$ cat config.mk
export PLATFORM = sky130hd
export DESIGN_NAME = reg_file_sb
export DESIGN_NICKNAME = d
export VERILOG_FILES = /design/src/rtl/reg_file_sb.sv
export SDC_FILE = /design/constraint.sdc
export NUM_CORES = 2
export LEC_CHECK = 0
export BUFFER_PORTS_ARGS = -buffer_cell sky130_fd_sc_hd__buf_2
export CAP_MARGIN = 10
export CORE_ASPECT_RATIO = 0.7
export CORE_MARGIN = 5
export CORE_UTILIZATION = 50
export CTS_CLUSTER_DIAMETER = 80
export DETAILED_ROUTE_END_ITERATION = 8
export PLACE_DENSITY = 0.63
export RECOVER_POWER = 100
export SYNTH_ARGS = -nofsm -noshare
export SYNTH_HDL_FRONTEND = slang
export SYNTH_SLANG_ARGS = --single-unit
$ cat constraint.sdc
create_clock -name clk -period 3.4 [get_ports clk]
set_input_delay 0.68 -clock clk [delete_from_list [all_inputs] [get_ports clk]]
set_output_delay 0.68 -clock clk [all_outputs]
set_load 0.05 [all_outputs]
$ cat src/rtl/reg_file_sb.sv
// reg_file_sb: integer register file with a per-register pending-write
// scoreboard for the pipelined core. Two combinational read ports, one
// synchronous write port, register 0 reads as zero.
// Optional macro RF_BYPASS_EN: same-cycle write-to-read forwarding of data
// and of the busy release on the read ports.
module reg_file_sb #(
    parameter int XLEN = 32,
    parameter int NREG = 32,
    parameter int AW   = 5,
    parameter int PW   = 2
) (
    input  logic            clk,
    input  logic            rst_n,
    input  logic [AW-1:0]   rs1_addr,
    input  logic [AW-1:0]   rs2_addr,
    output logic [XLEN-1:0] rs1_data,
    output logic [XLEN-1:0] rs2_data,
    output logic            rs1_busy,
    output logic            rs2_busy,
    input  logic            wr_en,
    input  logic [AW-1:0]   wr_addr,
    input  logic [XLEN-1:0] wr_data,
    input  logic            iss_valid,
    input  logic [AW-1:0]   iss_rd,
    output logic            iss_ready,
    output logic            pend_any
);

    localparam logic [PW-1:0] CNT_MAX = '1;
    localparam logic [PW-1:0] CNT_ONE = PW'(1);

    logic [XLEN-1:0] regs [NREG];
    logic [PW-1:0]   cnt  [NREG];
    logic [NREG-1:0] inc_vec;
    logic [NREG-1:0] dec_vec;

    // Register storage; entry 0 is only ever reset and never written
    always_ff @(posedge clk or negedge rst_n) begin
        if (!rst_n) begin
            for (int r = 0; r < NREG; r++) begin
                regs[r] <= '0;
            end
        end else begin
            for (int r = 1; r < NREG; r++) begin
                if (wr_en && (wr_addr == AW'(r))) begin
                    regs[r] <= wr_data;
                end
            end
        end
    end

    // Issue is refused only when the destination counter is saturated
    always_comb begin
        iss_ready = 1'b1;
        if ((iss_rd != '0) && (cnt[iss_rd] == CNT_MAX)) begin
            iss_ready = 1'b0;
        end
    end

    // Per-register reserve/release requests; register 0 never participates
    always_comb begin
        inc_vec = '0;
        dec_vec = '0;
        for (int r = 1; r < NREG; r++) begin
            inc_vec[r] = iss_valid && iss_ready && (iss_rd == AW'(r));
            dec_vec[r] = wr_en && (wr_addr == AW'(r)) && (cnt[r] != '0);
        end
    end

    // Pending-write counters; a simultaneous reserve and release cancel out
    always_ff @(posedge clk or negedge rst_n) begin
        if (!rst_n) begin
            for (int r = 0; r < NREG; r++) begin
                cnt[r] <= '0;
            end
        end else begin
            for (int r = 1; r < NREG; r++) begin
                if (inc_vec[r] && !dec_vec[r]) begin
                    cnt[r] <= cnt[r] + CNT_ONE;
                end else if (dec_vec[r] && !inc_vec[r]) begin
                    cnt[r] <= cnt[r] - CNT_ONE;
                end
            end
        end
    end

    // Global pending flag for drain/flush logic in decode
    always_comb begin
        pend_any = 1'b0;
        for (int r = 0; r < NREG; r++) begin
            if (cnt[r] != '0) begin
                pend_any = 1'b1;
            end
        end
    end

    // Read port A data and hazard flag
    always_comb begin
        rs1_data = '0;
        rs1_busy = 1'b0;
        if (rs1_addr != '0) begin
            rs1_data = regs[rs1_addr];
            rs1_busy = (cnt[rs1_addr] != '0);
`ifdef RF_BYPASS_EN
            if (wr_en && (wr_addr == rs1_addr)) begin
                rs1_data = wr_data;
                if (cnt[rs1_addr] == CNT_ONE) begin
                    rs1_busy = 1'b0;
                end
            end
`endif
        end
    end

    // Read port B data and hazard flag
    always_comb begin
        rs2_data = '0;
        rs2_busy = 1'b0;
        if (rs2_addr != '0) begin
            rs2_data = regs[rs2_addr];
            rs2_busy = (cnt[rs2_addr] != '0);
`ifdef RF_BYPASS_EN
            if (wr_en && (wr_addr == rs2_addr)) begin
                rs2_data = wr_data;
                if (cnt[rs2_addr] == CNT_ONE) begin
                    rs2_busy = 1'b0;
                end
            end
`endif
        end
    end

endmodule

Word-level counts from Yosys, hierarchy flattened
Cells that the tools add are included.

word-level totals
  register bits = 1054
  bits in latches = 0
  memory bits (writable) = 0
  bits in read-only memories = 0
  input port bits = 56
  output and inout port bits = 68
  word-level logic and storage cells = 594
  memories kept = 0

cells by class
  $add $sub $neg = 62
  multipliers = 0
  divide/modulo/power cells = 0
  magnitude comparators = 3
  equal/unequal tests = 63
  shift-type cells = 0
  mux-type cells = 114
  bitwise gates (word level) = 3
  reduce and logical (&&, ||, !) cells = 287

operators with widths
  operator                                                             count
  32-bit binary-select mux with 5-bit select                           2
  32-bit two-way mux                                                   6
  5-bit == test (second input constant)                                32
  1-bit logical AND                                                    157
  2-bit two-way mux                                                    68
  2-bit nonzero test                                                   65
  5-bit by 4-bit == test with 1-bit output (second input constant)     16
  2-bit by 1-bit adder with 2-bit output (second input constant)       31
  1-bit logical NOT                                                    62
  2-bit by 1-bit subtractor with 2-bit output (second input constant)  31
  5-bit by 3-bit == test with 1-bit output (second input constant)     8
  1-bit two-way mux                                                    35
  2-bit binary-select mux with 5-bit select                            3
  5-bit by 2-bit == test with 1-bit output (second input constant)     4
  6-bit >= comparator (second input constant)                          3
  5-bit inverter with 6-bit output                                     3
  5-bit nonzero test                                                   3
  5-bit by 1-bit == test with 1-bit output (second input constant)     2
  2-bit == test (second input constant)                                1

Depth between registers and ports, before layout
  word-level depth = 33
  depth in mapped cells = 12
  gate-level depth less buffers = 9

Worst setup path after synthesis
Ideal clock, no wire load.

  path type = input to output
  start = in iss_rd[1]
  end = out iss_ready
  arrival time = 3.052 ns
  required time = 2.720 ns
  path slack = -0.332 ns
  stages on the path = 7
  path buffers = 3
  cells stage by stage = buf_4 buf_6 buf_2 mux4_2 a22oi_1 a22o_1 a21boi_0

between the ends
  longest elaborated chain between the ends = 7
  elaborated cells between the ends (all ways) = 8
  those cells by class = eq/ne (1); mux (4); bitwise (1); reduce/logical (2)

ends and longest elaborated chain
  item                                                    line  source
  start: declaration                                      24    input logic [AW-1:0] iss_rd,
  5-bit inverter with 6-bit output (not written as such)  55    if ((iss_rd != '0) && (cnt[iss_rd] == CNT_MAX)) begin
  2-bit binary-select mux with 5-bit select               55
  2-bit two-way mux (not written as such) (2 in a row)    55
  2-bit == test                                           55
  1-bit logical AND (*)                                   55
  1-bit two-way mux (*)                                   55
  end: declaration                                        25    output logic iss_ready,

Mark *: on every way between the ends. The rest lies on a longest branch, timed or not. The select of a mux whose other input is x is not followed.

Final worst setup path
  start = in wr_addr[3]
  end = reg regs[640] in the netlist's numbering

between the ends
  longest elaborated chain between the ends = 2

ends and longest elaborated chain
  item                                      line  source
  start: declaration                        21    input logic [AW-1:0] wr_addr,
  5-bit by 4-bit == test with 1-bit output  45    if (wr_en && (wr_addr == AW'(r))) begin
  1-bit logical AND                         45
  end signal: indexed assignment            46    regs[r] <= wr_data;
  end: declaration                          32    logic [XLEN-1:0] regs [NREG];

Every way passes these cells.
A chain may end at the register's enable or synchronous reset.

==> metrics.csv <==
stage;metric;value;unit
run_status;status;complete, but fails checks;
run_status;failing checks;capacitance limit, slew limit, setup timing;
power_and_ir_drop;Power Density;613.0;nW/µm²
floorplan;core area;114800;µm²
clocking;CTS tree;done;
setup_path;CP Capture Type;flip-flop;
synthesis;Cells after Synth;3821;
global_route;initial antenna violation count;13;
timing;Final setup viols;7;
setup_path;CP Max Fanout;20;
global_route;first-pass GRT wire length;269900;µm
timing;unrepaired setup endpoints after global routing;yes;
placed_design;pre-CTS WS;-0.1770;ns
floorplan;Die H;294.2;µm
global_route;largest net degree at the start of global routing;109;
drt;Final ANT Viol Nets;0;
floorplan;Initial Util;50.25;%
synthesis;Mean Syn Cell Area;15.09;µm²
timing;Worst-Margin Slew;1.959;ns
drt;number of DRC markers in iteration 0;3434;
floorplan;Die Wd;415.9;µm
setup_path;Startpoint Class;input pin;
clocking;root buf cell;clkbuf_16;
clocking;clock buffer depth;3;
power_and_ir_drop;Leakage;28.71;nW
power_and_ir_drop;PnR Total Power;40.53;mW
power_and_ir_drop;clock power share;32.6;%
power_and_ir_drop;Switch Pwr;11.74;mW
hold_path;min-delay worst type;flip-flop to flip-flop;
setup_path;worst setup path end;regs[640];
power_and_ir_drop;combinational power share;24.3;%
clocking;Num CTS Buffers;109;
finish;layout cells sized above 1;53.12;%
drt;DRT Pass-1 Iters;5;
global_route;vias in the first global route;37430;
timing;Max Clock Freq;291.2;MHz
synthesis;Post-synth EDFFs;0;
synthesis;largest cells by area after synthesis;dfrtp_1 (46%), mux4_2 (21%), mux2_2 (19%);
placed_design;Routability Congestion;0.8796;
setup_path;slowest cell on the critical path;clkbuf_2;
drt;via count;36970;
clocking;Clk pin slew, worst setup/hold paths;0.06;ns
setup_path;critical path launch point;wr_addr[3];
timing;Tmin final;3.434;ns
synthesis;Most used DFF post-synth;dfrtp_1;
drt;DR vias/cell;6.608;
clocking;CTS Sinks;1054;
global_route;GR Util met1;45.05;%
timing;fin worst setup slack;-0.03421;ns
synthesis;ys async rst share;100.0;%
placed_design;Port Buffers;122;
power_and_ir_drop;switching share of total power;28.96;%
global_route;M2 GR Usage;44.80;%
timing;minimum hold slack;0.4955;ns
synthesis;share of the synthesized area in the top cell type;45.73;%
setup_path;R2R cell count;11;
setup_path;CP peak stage delay;1.04;ns
synthesis;syn_nets;3908;
global_route;GRT Resource Usage Total;30.00;%
synthesis;Seq/Total Area, Yosys;45.73;%
synthesis;Cell Area, Synth;57680;µm²
setup_path;CP Class;input pin to flip-flop;
setup_path;worst reg2reg path startpoint;cnt[10];
timing;period utilization;101.0;%
clocking;worst skew pair latency;0.71;ns
synthesis;Yosys Warn Count;34;
power_and_ir_drop;cell-internal power;28.79;mW
timing;Worst Skew;0.01511;ns
finish;nets;4046;
finish;cell area after layout;66120;µm²
synthesis;Distinct cells, synth;51;
setup_path;setup slack, reg-to-reg;0.54;ns
drt;DRC violations left;0;
power_and_ir_drop;Peak supply drop;494.8;µV
setup_path;Worst EP required;3.99;ns
floorplan;die area;122400;µm²
finish;Layout fillers;9063;
placed_design;Post-DP Area;62580;µm²
global_route;met3 usage in global routing;6.690;%
setup_path;r2r endpoint;cnt[15];
setup_path;CP arrival;4.02;ns
job;max_cap viols;20;
floorplan;row cnt;104;
drt;wire per inst;32.72;µm
power_and_ir_drop;sequential share of power;43.1;%
synthesis;Yosys top cell by area;dfrtp_1;
global_route;gr busiest metal;met1;
clocking;H-tree Lvls;3;
timing;final hold vios;0;
timing;Slew headroom;-30.63;%
drt;final wirelength;183000;µm
synthesis;#FFs+latches synth;1054;
global_route;total grt overflow;0;
timing;Pins Over Slew Limit;652;
setup_path;crit-path cells;clkbuf_1 > nor2b_1 > and2_0 > clkbuf_1 > nor2b_1 > clkbuf_2 > mux2_2;
floorplan;Ports;124;
finish;Syn-to-layout area delta;14.64;%
placed_design;DP HPWL;112900;µm
-- what timing repair did --
item | CTS | global route
endpoints found under the hold margin | 27 | 0
setup buffers | 0 | 9
pin swaps | 1 | 2
gates resized for setup | 22 | 36
gates cloned | 1 | 0
endpoints found under the setup margin | 34 | 35
hold buffers | 1 | 0
-- power groups by stage --
stage / Sequential, mW / Clock [mW] / Combinational (mW)
floorplan: 16.8 / 0 / 7.19
global placement: 17.4 / 0 / 9.57
detailed placement: 17.6 / 0 / 9.75
CTS: 17.4 / 13.4 / 9.83
global route: 17.8 / 13.9 / 10.5
finish: 17.5 / 13.2 / 9.86
-- metrics by stage --
| stage | utilization [%] | TNS, ns | instances |
|---|---|---|---|
| 2_1_floorplan | - | 0 | 3821 |
| 3_3_place_gp | 54.53 | -1.370 | 5374 |
| 3_5_place_dp | 54.53 | -1.491 | 5374 |
| 4_1_cts | 58.07 | -0.02706 | 5579 |
| 5_1_grt | 57.60 | -0.2526 | 5591 |
| 6_report | 57.61 | -0.05958 | 5594 |
-- how the worst min path moves through the flow --
stage | from | end | cells past startpoint
finish | cnt[31] | cnt[31] | 1
global route | cnt[31] | cnt[31] | 1
CTS | cnt[23] | cnt[23] | 1
detailed placement | cnt[23] | cnt[23] | 1
global placement | cnt[61] | cnt[61] | 1
floorplan | rst_n | cnt[0] | 0
-- cells in the mapped netlist (7+ instances only) --
master and instances:
or2_2 15, nand3_1 7, mux2_2 963, xnor2_1 31
mux2_1 61, buf_4 38, buf_2 121, nand2_1 121
buf_1 29, a32oi_1 31, o21ai_0 51, mux2i_1 141
nor2_1 90, a22o_1 32, nor3_1 21, xor2_1 62
mux4_2 540, nand4_1 7, nor2b_1 13, clkbuf_1 192
buf_6 17, a22oi_1 39, o21a_1 64, dfrtp_1 1054
ha_1 31
-- flip-flops by register name, indices dropped and copies added (netlist names) --
name / flops
cnt: 62
regs: 992
-- kinds of logic (layout without fill, tap and decap cells) --
| family | after synthesis | after routing | share of synthesized area (%) |
|---|---|---|---|
| mux | 1705 | 1705 | 43.53 |
| flops | 1054 | 1054 | 45.73 |
| buf+inv | 403 | 633 | 3.354 |
| simple gates | 299 | 299 | 2.330 |
| compound gates | 235 | 235 | 2.970 |
| xor+xnor | 93 | 93 | 1.412 |
| fa+ha+maj | 31 | 31 | 0.6725 |
| other cells | 1 | 7 | 0.006502 |
-- final cells by class --
type / instances / area, µm² / area share (%)
diodes: 6 / 15.01 / 0.02271
clock buffers: 157 / 3264 / 4.937
clock inverters: 46 / 679.4 / 1.028
inverters: 6 / 27.53 / 0.04163
multi-input cells: 2364 / 29560 / 44.71
flip-flops and latches: 1054 / 26380 / 39.90
well taps: 1537 / 1923 / 2.909
repair buffers: 424 / 4264 / 6.449
-- cells in the final DEF, fill, tap and decap left out, drive strengths merged, types with 31 or more instances in the layout --
cell type     n
a32oi        31
mux4        540
o21ai        51
o21a         64
buf         352
nand2       121
clkbuf      228
a22oi        39
mux2       1024
dfrtp      1054
mux2i       141
a22o         32
ha           31
xor2         62
xnor2        31
nor2         90
-- worst max-delay path, delay by kind of cell --
kind / cells / cell delay (ns)
buffers and inverters: 3 / 1.75
muxes: 1 / 0.42
and+or+nand+nor: 3 / 1.12
-- metal layers --
| metal | routed length (µm) | up-vias |
|---|---|---|
| li1 | - | 14990 |
| met1 | 81370 | 20300 |
| met2 | 82240 | 1388 |
| met3 | 14340 | 282 |
| met4 | 5050 | 4 |
| met5 | 27 | - |
No activity file was read; power rests on OpenSTA's default activity.
